### src/rtl/link_arb_pkg.sv
// Shared types and helpers for the NoC link arbiter and any other
// round-robin scheduler on the NoC side.
package link_arb_pkg;

    // Burst beat counter width; MAX_BURST is capped at 255 to fit it.
    localparam int BEAT_CNT_W   = 8;

    // rr_next works on a fixed-width request vector so it can be shared
    // by every instance; callers zero-extend their request/last values.
    localparam int RR_MAX_PORTS = 16;
    localparam int RR_IDX_W     = 4;

    typedef enum logic [0:0] {
        IDLE  = 1'b0,
        GRANT = 1'b1
    } arb_state_t;

    // First requesting port strictly after 'last', wrapping modulo nports.
    // Returns 'last' when nothing requests; callers qualify with |req.
    function automatic logic [RR_IDX_W-1:0] rr_next(
        input logic [RR_MAX_PORTS-1:0] req,
        input logic [RR_IDX_W-1:0]     last,
        input int                      nports
    );
        logic [RR_IDX_W-1:0] pick;
        logic                found;
        int                  idx;
        pick  = last;
        found = 1'b0;
        for (int k = 1; k <= RR_MAX_PORTS; k++) begin
            idx = (int'(last) + k) % nports;
            if (k <= nports && !found && req[idx[RR_IDX_W-1:0]]) begin
                pick  = idx[RR_IDX_W-1:0];
                found = 1'b1;
            end
        end
        return pick;
    endfunction

endpackage

### src/rtl/rr_pick.sv
// Combinational round-robin picker: rotates the request vector against the
// previous winner and priority-encodes the first requester after it.
module rr_pick
    import link_arb_pkg::*;
#(
    parameter  int NUM_PORTS = 4,
    localparam int PORT_W    = $clog2(NUM_PORTS)
) (
    input  logic [NUM_PORTS-1:0] req,
    input  logic [PORT_W-1:0]    last,
    output logic                 vld,
    output logic [PORT_W-1:0]    idx
);

    // Winner index is only meaningful when some port requests.
    always_comb begin
        vld = |req;
        idx = PORT_W'(rr_next(RR_MAX_PORTS'(req), RR_IDX_W'(last), NUM_PORTS));
    end

endmodule

### src/rtl/noc_link_arbiter.sv
// Round-robin, burst-locked arbiter sharing one NoC link between
// NUM_PORTS streams. One registered output slot with valid/ready.
// Optional macro ARB_STALL_CNT_EN adds stall/starvation counters.
module noc_link_arbiter
    import link_arb_pkg::*;
#(
    parameter  int NUM_PORTS  = 4,
    parameter  int DATA_WIDTH = 32,
    parameter  int MAX_BURST  = 16,
    localparam int PORT_W     = $clog2(NUM_PORTS)
) (
    input  logic                            clk,
    input  logic                            reset_n,
    input  logic [NUM_PORTS*DATA_WIDTH-1:0] d_a,
    input  logic [NUM_PORTS-1:0]            vld_a,
    output logic [NUM_PORTS-1:0]            rdy_a,
    output logic [DATA_WIDTH-1:0]           d_b,
    output logic [PORT_W-1:0]               port_b,
    output logic                            vld_b,
    input  logic                            rdy_b,
    input  logic                            arb_en,
    output logic                            busy
`ifdef ARB_STALL_CNT_EN
    ,
    output logic [31:0]                     stall_cnt,
    output logic [31:0]                     starve_cnt
`endif
);

    localparam logic [BEAT_CNT_W-1:0] LAST_BEAT = BEAT_CNT_W'(MAX_BURST - 1);

    arb_state_t              state;
    logic [PORT_W-1:0]       last_grant;   // doubles as the current grantee
    logic [BEAT_CNT_W-1:0]   beat_cnt;
    logic                    slot_free;
    logic                    in_xfer;
    logic                    out_xfer;
    logic                    last_beat;
    logic                    pick_vld;
    logic [PORT_W-1:0]       pick_idx;
    logic [DATA_WIDTH-1:0]   grant_data;

    rr_pick #(
        .NUM_PORTS (NUM_PORTS)
    ) u_pick (
        .req  (vld_a),
        .last (last_grant),
        .vld  (pick_vld),
        .idx  (pick_idx)
    );

    assign slot_free  = !vld_b || rdy_b;
    assign out_xfer   = vld_b && rdy_b;
    assign in_xfer    = |(vld_a & rdy_a);
    assign last_beat  = (beat_cnt == LAST_BEAT);
    assign grant_data = d_a[int'(last_grant)*DATA_WIDTH +: DATA_WIDTH];
    assign busy       = (state == GRANT) || vld_b;

    // Ready goes only to the grantee and only when the slot can take a beat;
    // it never looks at vld_a, so no valid->ready loop exists.
    always_comb begin
        rdy_a = '0;
        if (reset_n && state == GRANT && slot_free)
            rdy_a[last_grant] = 1'b1;
    end

    // Output slot: load on input transfer, otherwise drain on output transfer.
    always_ff @(posedge clk) begin
        if (!reset_n) begin
            vld_b  <= 1'b0;
            d_b    <= '0;
            port_b <= '0;
        end else if (in_xfer) begin
            vld_b  <= 1'b1;
            d_b    <= grant_data;
            port_b <= last_grant;
        end else if (out_xfer) begin
            vld_b  <= 1'b0;
        end
    end

    // Grant FSM: one IDLE cycle per arbitration, burst ends at the beat
    // limit or as soon as the grantee has nothing to offer.
    always_ff @(posedge clk) begin
        if (!reset_n) begin
            state      <= IDLE;
            last_grant <= PORT_W'(NUM_PORTS - 1);
            beat_cnt   <= '0;
        end else begin
            case (state)
                IDLE: begin
                    if (arb_en && pick_vld) begin
                        last_grant <= pick_idx;
                        beat_cnt   <= '0;
                        state      <= GRANT;
                    end
                end
                GRANT: begin
                    if (in_xfer) begin
                        if (last_beat) begin
                            beat_cnt <= '0;
                            state    <= IDLE;
                        end else begin
                            beat_cnt <= beat_cnt + 1'b1;
                        end
                    end else if (slot_free && !vld_a[last_grant]) begin
                        state <= IDLE;
                    end
                end
                default: state <= IDLE;
            endcase
        end
    end

`ifdef ARB_STALL_CNT_EN
    logic [NUM_PORTS-1:0] grant_oh;
    logic                 starve;

    always_comb begin
        grant_oh             = '0;
        grant_oh[last_grant] = 1'b1;
    end

    assign starve = (state == GRANT) && |(vld_a & ~grant_oh);

    // Saturating event counters, frozen while arbitration is disabled.
    always_ff @(posedge clk) begin
        if (!reset_n) begin
            stall_cnt  <= '0;
            starve_cnt <= '0;
        end else if (arb_en) begin
            if (vld_b && !rdy_b && stall_cnt != '1)
                stall_cnt <= stall_cnt + 1'b1;
            if (starve && starve_cnt != '1)
                starve_cnt <= starve_cnt + 1'b1;
        end
    end
`endif

    // Structural invariants.
    a_rdy_onehot: assert property (@(posedge clk) $onehot0(rdy_a));
    a_beat_bound: assert property (@(posedge clk) disable iff (!reset_n)
                                   beat_cnt <= LAST_BEAT);
    a_slot_hold:  assert property (@(posedge clk) disable iff (!reset_n)
                                   vld_b && !rdy_b |=> $stable(d_b) && $stable(port_b));

endmodule

### config.mk
export PLATFORM = sky130hd
export DESIGN_NAME = noc_link_arbiter
export DESIGN_NICKNAME = d
export VERILOG_FILES = /design/src/rtl/link_arb_pkg.sv /design/src/rtl/rr_pick.sv /design/src/rtl/noc_link_arbiter.sv
export SDC_FILE = /design/constraint.sdc
export NUM_CORES = 1
export LEC_CHECK = 0
export ABC_AREA = 0
export CORE_MARGIN = 5
export CORE_UTILIZATION = 37
export CTS_CLUSTER_DIAMETER = 100
export DETAILED_ROUTE_END_ITERATION = 16
export PLACE_DENSITY_LB_ADDON = 0.2
export SLEW_MARGIN = 20
export SYNTH_ARGS = -nofsm -noshare
export SYNTH_HDL_FRONTEND = slang
export SYNTH_SLANG_ARGS = --single-unit
### constraint.sdc
create_clock -name clk -period 3.05 [get_ports clk]
set_input_delay 0.305 -clock clk [delete_from_list [all_inputs] [get_ports clk]]
set_output_delay 0.305 -clock clk [all_outputs]
set_load 0.005 [all_outputs]
==> flow_metrics.py, run 1 <==
metrics = {
    "cts": {
        "clock_latency_ns": 0.29,
        "ctsResizeCount": 0,
        "clk_path_buf_depth": 2,
        "numCtsBuffers": 5,
        "htree_levels": 2,
        "cts_setup_buffers": 0,
        "cts_sinks": 46,
        "cts_root_buf": "clkbuf_8",
        "cts_tree": "done",
        "ctsHoldBuffers": 0,
        "path_clk_slew_ns": 0.08,
    },
    "synth": {
        "ys_ff_latch": 46,
        "ys_seq_area_share_pct": 32.9,
        "synthesis.nets": 428,
        "synthFlopType": "dfxtp_1",
        "syn_inst": 287,
        "yosys.area.top_type": "dfxtp_1",
        "synth_edf_count": 0,
        "synth_top_area_share_pct": 32.9,
        "synth_area_sq_um": 2800,
        "syn_avg_cell_area_sq_um": 9.75,
        "synth-async-reset-ratio_pct": 0,
        "synth.area.top_cells": "dfxtp_1 33%, mux4_2 29%, nand2_1 10%, a21oi_1 7.3%, ha_1 2.2%",
        "yosysWarningCount": 0,
        "synth_cell_types": 43,
    },
    "routing": {
        "avgViaCountPerCell": 5.22,
        "ant_nets": 0,
        "drt_first_pass_iters": 4,
        "dr_total_vias": 2897,
        "drc_errors": 0,
        "initialDrtViolationCount": 158,
        "routed_wl_mm": 9.21,
        "wl_per_cell_um": 16.6,
    },
    "sta": {
        "slew_headroom_pct": 57.7,
        "min_period_over_period_pct": 77.6,
        "worstMarginPinSlew_ns": 0.634,
        "finalSetupTns_ns": 0,
        "rsz0062_at_grt": "no",
        "whs_ns": 0.455,
        "max_freq_mhz": 422,
        "hold_viol_final": 0,
        "skew_ns": 0.00909,
        "report.final.slew_viol_count": 0,
        "setup_violations": 0,
        "min_period_ns": 2.37,
    },
    "flow_run": {
        "drv_cap": 0,
    },
    "layout": {
        "diodes": 0,
        "drive_gt1_share_pct": 13.4,
        "final_common_cell": "clkdlybuf4s50_1",
        "finalNetCount": 596,
        "area_growth_pct": 70.0,
        "final_cell_mix": "175 x clkdlybuf4s50_1, 76 x nand2_1, 44 x dfxtp_1",
    },
    "floorplanning": {
        "core_sq_um": 7290,
        "dieArea_sq_um": 9400,
        "rows": 31,
        "die_y_um": 97.0,
        "fp.dieW_um": 97.0,
        "io_pins": 176,
        "start_util_pct": 38.4,
    },
    "global_routing": {
        "grt_pass1_vias": 3060,
        "grt_usage_pct": 19.4,
        "gr-total-overflow": 0,
        "antenna_found_initial": 0,
        "grt_max_degree": 34,
        "grt_pass1_wl_mm": 14.9,
    },
    "worst_setup_path": {
        "arrival_ns": 2.60,
        "end_kind": "flop",
        "crit_chain": "inv_1, ha_1, a22o_1, o2111ai_4, nand2_1, mux2_2, nor2_1",
        "worstPathMaxFanout": 20,
        "crit_buf_inv": 1,
        "startpoint_type": "flop",
        "path_delay_family": "compound AO/OA/AOI/OAI gates",
        "cp.required_ns": 3.28,
        "cp_slowest_cell": "o2111ai_4",
        "path_class": "flop to flop",
        "critPathMaxStageDelay_ns": 0.56,
    },
    "placed_design": {
        "portBuffers": 175,
        "dp_hpwl_mm": 7.56,
        "gp_congestion": 0.871,
    },
    "pwr": {
        "p_per_area_nw_per_um2": 442,
        "ir_drop_mv": 0.358,
        "finalPower_mw": 2.10,
        "p_leak_nw": 1.69,
    },
    "min_path": {
        "min_path_type": "flop to flop",
    },
    "outcome": {
        "status": "complete, no violations",
    },
}
==> routing by layer <==
| layer | vias to the layer above | wire, um | global-route usage, % | share of wire (%) |
|---|---|---|---|---|
| met1 | 1338 | 3650 | 22.4 | 40 |
| met2 | 156 | 4630 | 35.0 | 50 |
| met5 | - | 0 | 0 | 0 |
| met3 | 8 | 854 | 5.97 | 9.3 |
| li1 | 1395 | - | - | - |
| met4 | 0 | 82 | 4.21 | 0.89 |
==> Yosys cell counts, drive strengths merged, types with 4 or more instances <==
library cell  instances
a21oi                41
a31oi                 4
and2                  4
buf                  15
clkbuf                7
dfxtp                46
ha                    5
mux4                 36
nand2                77
nor2                  8
nor3                  4
o21ai                 6
==> registers in the layout (all words and copies together) (netlist names) <==
signal / count
beat_cnt: 8
d_b: 32
port_b: 2
state: 1
vld_b: 1
last_grant: 2
==> metrics by stage <==
stage,instance area [sq um],util [%],instances,setup slack (ns)
after floorplan,2800,-,287,0.834
after global placement,4650,63.8,547,0.753
after detailed placement,4650,63.8,547,0.672
after CTS,4760,65.3,555,0.685
after global routing,4760,65.3,555,0.542
final,4760,65.3,555,0.682
==> power by group <==
group	switching (mW)	internal, mW	total [mW]
logic	0.393	0.590	0.983
clock network	0.195	0.244	0.440
registers	0.0377	0.642	0.679
==> final cells by class <==
class                           count  area, sq um
Fill cell                         625         2530
Timing Repair Buffer              183         1820
Multi-Input combinational cell    215         1760
Sequential cell                    46          923
Tap cell                           99          124
Clock buffer                        6         72.6
Clock inverter                      2         37.5
Inverter                            4         15.0
==> tightest hold or removal path: stages, from the launching register on <==
cell and delay [ns]:
dfxtp_1 0.31, nand2_1 0.05, a21oi_1 0.05
==> worst paths after layout <==
check / start / end / slack, ns / cells after the start
worst min-delay path: d_b[26] / d_b[26] / 0.46 / 2
worst max-delay path: last_grant[0] / beat_cnt[0] / 0.68 / 7
worst min register to register: d_b[26] / d_b[26] / 0.46 / 2
worst max register to register: last_grant[0] / beat_cnt[0] / 0.68 / 7
==> kinds of logic after synthesis <==
family                   after synthesis  share of synthesized area [%]
multiplexers                          39                           30.1
adder cells (fa/ha/maj)                5                           2.24
XOR/XNOR                               1                          0.313
AO/OA/AOI/OAI                         61                           12.7
flip-flops                            46                           32.9
buffers and inverters                 26                           4.56
AND/OR/NAND/NOR                      109                           17.1
Power figures use the tool's default switching activity.
==> inputs of run 2 (changes only) <==
--- a/config.mk
+++ b/config.mk
@@ -7,7 +7,7 @@
 export LEC_CHECK = 0
 export ABC_AREA = 0
 export CORE_MARGIN = 5
-export CORE_UTILIZATION = 37
+export CORE_UTILIZATION = 34
 export CTS_CLUSTER_DIAMETER = 100
 export DETAILED_ROUTE_END_ITERATION = 16
 export PLACE_DENSITY_LB_ADDON = 0.2
==> constraint.sdc (replaced) <==
create_clock -name clk -period 2 [get_ports clk]
set_input_delay 0.2 -clock clk [delete_from_list [all_inputs] [get_ports clk]]
set_output_delay 0.2 -clock clk [all_outputs]
set_load 0.005 [all_outputs]
==> run 2 against run 1 <==
  * Non-clock buffer count grew 8
  * Sequential share of layout area down 0.41 points
  * Routed wire length down 3.2%
  * Total power rose by 53%
  * Worst hold slack got worse by 0.0012 ns
  * Count of clock-buffer cells in the layout up 2
  * Largest cell class unchanged
==> flow_metrics.py, run 2 (same netlist as run 1, synthesis figures left out) <==
metrics = {
    "outcome": {
        "status": "complete, no violations",
    },
    "cts": {
        "numCtsBuffers": 5,
        "cts_tree": "done",
        "htree_levels": 2,
        "path_clk_slew_ns": 0.08,
        "ctsResizeCount": 0,
        "cts_setup_buffers": 0,
        "cts_root_buf": "clkbuf_8",
        "cts_sinks": 46,
        "clk_path_buf_depth": 2,
        "clock_latency_ns": 0.29,
        "ctsHoldBuffers": 0,
    },
    "routing": {
        "initialDrtViolationCount": 42,
        "top_layer": "met4",
        "ant_nets": 0,
        "dr_total_vias": 2925,
        "drc_errors": 0,
        "avgViaCountPerCell": 5.14,
        "wl_per_cell_um": 15.7,
        "routed_wl_mm": 8.92,
        "drt_first_pass_iters": 4,
        "wl_met3_mm": 1.05,
        "wirelength_met1_mm": 3.47,
        "routed-wl-met2_mm": 4.33,
    },
    "sta": {
        "setup_ws_ns": 0.104,
        "rsz0062_at_grt": "no",
        "min_period_ns": 1.90,
        "slew_headroom_pct": 75.4,
        "worstMarginPinSlew_ns": 0.369,
        "skew_ns": 0.00914,
        "min_period_over_period_pct": 94.8,
        "hold_viol_final": 0,
        "setup_violations": 0,
        "max_freq_mhz": 527,
        "report.final.slew_viol_count": 0,
        "finalSetupTns_ns": 0,
    },
    "placed_design": {
        "portBuffers": 175,
        "pre_cts_slack_ns": 0.0172,
        "dp_cells": 561,
        "gp_congestion": 0.850,
        "dp_hpwl_mm": 7.38,
    },
    "layout": {
        "final_common_cell": "clkdlybuf4s50_1",
        "largest_register": "d_b",
        "reg_top3": "d_b: 32 flops, beat_cnt: 8 flops",
        "stdcell_count": 569,
        "finalNetCount": 604,
        "largest_reg_flops": 32,
        "diodes": 0,
        "area_growth_pct": 74.2,
        "drive_gt1_share_pct": 15.3,
        "final_cell_mix": "175 x clkdlybuf4s50_1, 76 x nand2_1, 44 x dfxtp_1",
    },
    "min_path": {
        "min_path_type": "flop to flop",
    },
    "global_routing": {
        "gr-total-overflow": 0,
        "grt_pass1_wl_mm": 13.9,
        "grt_max_degree": 45,
        "grt_usage_pct": 16.9,
        "grt_pass1_vias": 2966,
        "antenna_found_initial": 0,
    },
    "worst_setup_path": {
        "crit_end": "d_b[25]",
        "startpoint_type": "flop",
        "critPathLaunch": "last_grant[1]",
        "cp.required_ns": 2.17,
        "worstPathMaxFanout": 14,
        "reg2reg_from": "last_grant[1]",
        "r2r_slack_ns": 0.10,
        "r2r_cells": 8,
        "arrival_ns": 2.07,
        "r2r-end": "d_b[25]",
        "end_kind": "flop",
        "path_class": "flop to flop",
    },
    "flow_run": {
        "drv_cap": 0,
    },
    "floorplanning": {
        "dieArea_sq_um": 10100,
        "io_pins": 176,
        "die_y_um": 101,
        "fp.dieW_um": 101,
        "start_util_pct": 34.4,
        "rows": 33,
        "core_sq_um": 8130,
    },
    "pwr": {
        "p_leak_nw": 1.75,
        "p_per_area_nw_per_um2": 661,
        "ir_drop_mv": 0.322,
    },
}
-- run 2: changes by cell type in the layout (fill, tap and decap cells not counted), sizes merged --
cell and change:
buf +8, clkbuf +2, bufinv -1, clkinvlp -1
-- run 2: metrics by stage --
step | hold WS, ns | utilization, % | area, sq um | total power, mW
2_1_floorplan | 0.262 | - | 2820 | 2.05
3_3_place_gp | 0.441 | 58.5 | 4750 | 2.60
3_5_place_dp | 0.448 | 58.5 | 4750 | 2.62
4_1_cts | 0.459 | 59.8 | 4860 | 3.27
5_1_grt | 0.478 | 59.9 | 4870 | 3.43
6_report | 0.454 | 59.9 | 4870 | 3.22
-- run 2: how the worst min path moves through the flow --
stage / to / cells past startpoint / from / slack [ns]
after floorplan: last_grant[0] / 1 / reset_n / 0.26
after global placement: d_b[6] / 2 / d_b[6] / 0.44
after detailed placement: d_b[4] / 2 / d_b[4] / 0.45
after CTS: d_b[4] / 2 / d_b[4] / 0.46
after global routing: d_b[28] / 2 / d_b[28] / 0.48
final: d_b[4] / 2 / d_b[4] / 0.45
-- run 2: layout make-up --
class                           instances  area, sq um
Clock buffer                            8          110
Fill cell                             707         3260
Inverter                                4         15.0
Multi-Input combinational cell        215         1770
Sequential cell                        46          926
Tap cell                              105          131
Timing Repair Buffer                  191         1930
-- run 2: where the power goes --
group          switching (mW)  internal, mW
clock                   0.288         0.349
combinational           0.615         0.945
sequential             0.0455         0.981
total                   0.949          2.27
-- run 2: critical path: stages, from the launching register on --
cell and delay [ns]:
dfxtp_4 0.40, inv_1 0.11, ha_1 0.22, a22o_1 0.27, o2111a_2 0.34, buf_4 0.18
buf_12 0.14, nand2_1 0.06, a21oi_1 0.06
-- run 2: per-layer routing --
| layer | track usage [%] | vias up |
|---|---|---|
| li1 | - | 1409 |
| met4 | 3.11 | 0 |
| met5 | 0 | - |
| met1 | 19.2 | 1373 |
| met2 | 30.3 | 136 |
| met3 | 6.30 | 7 |
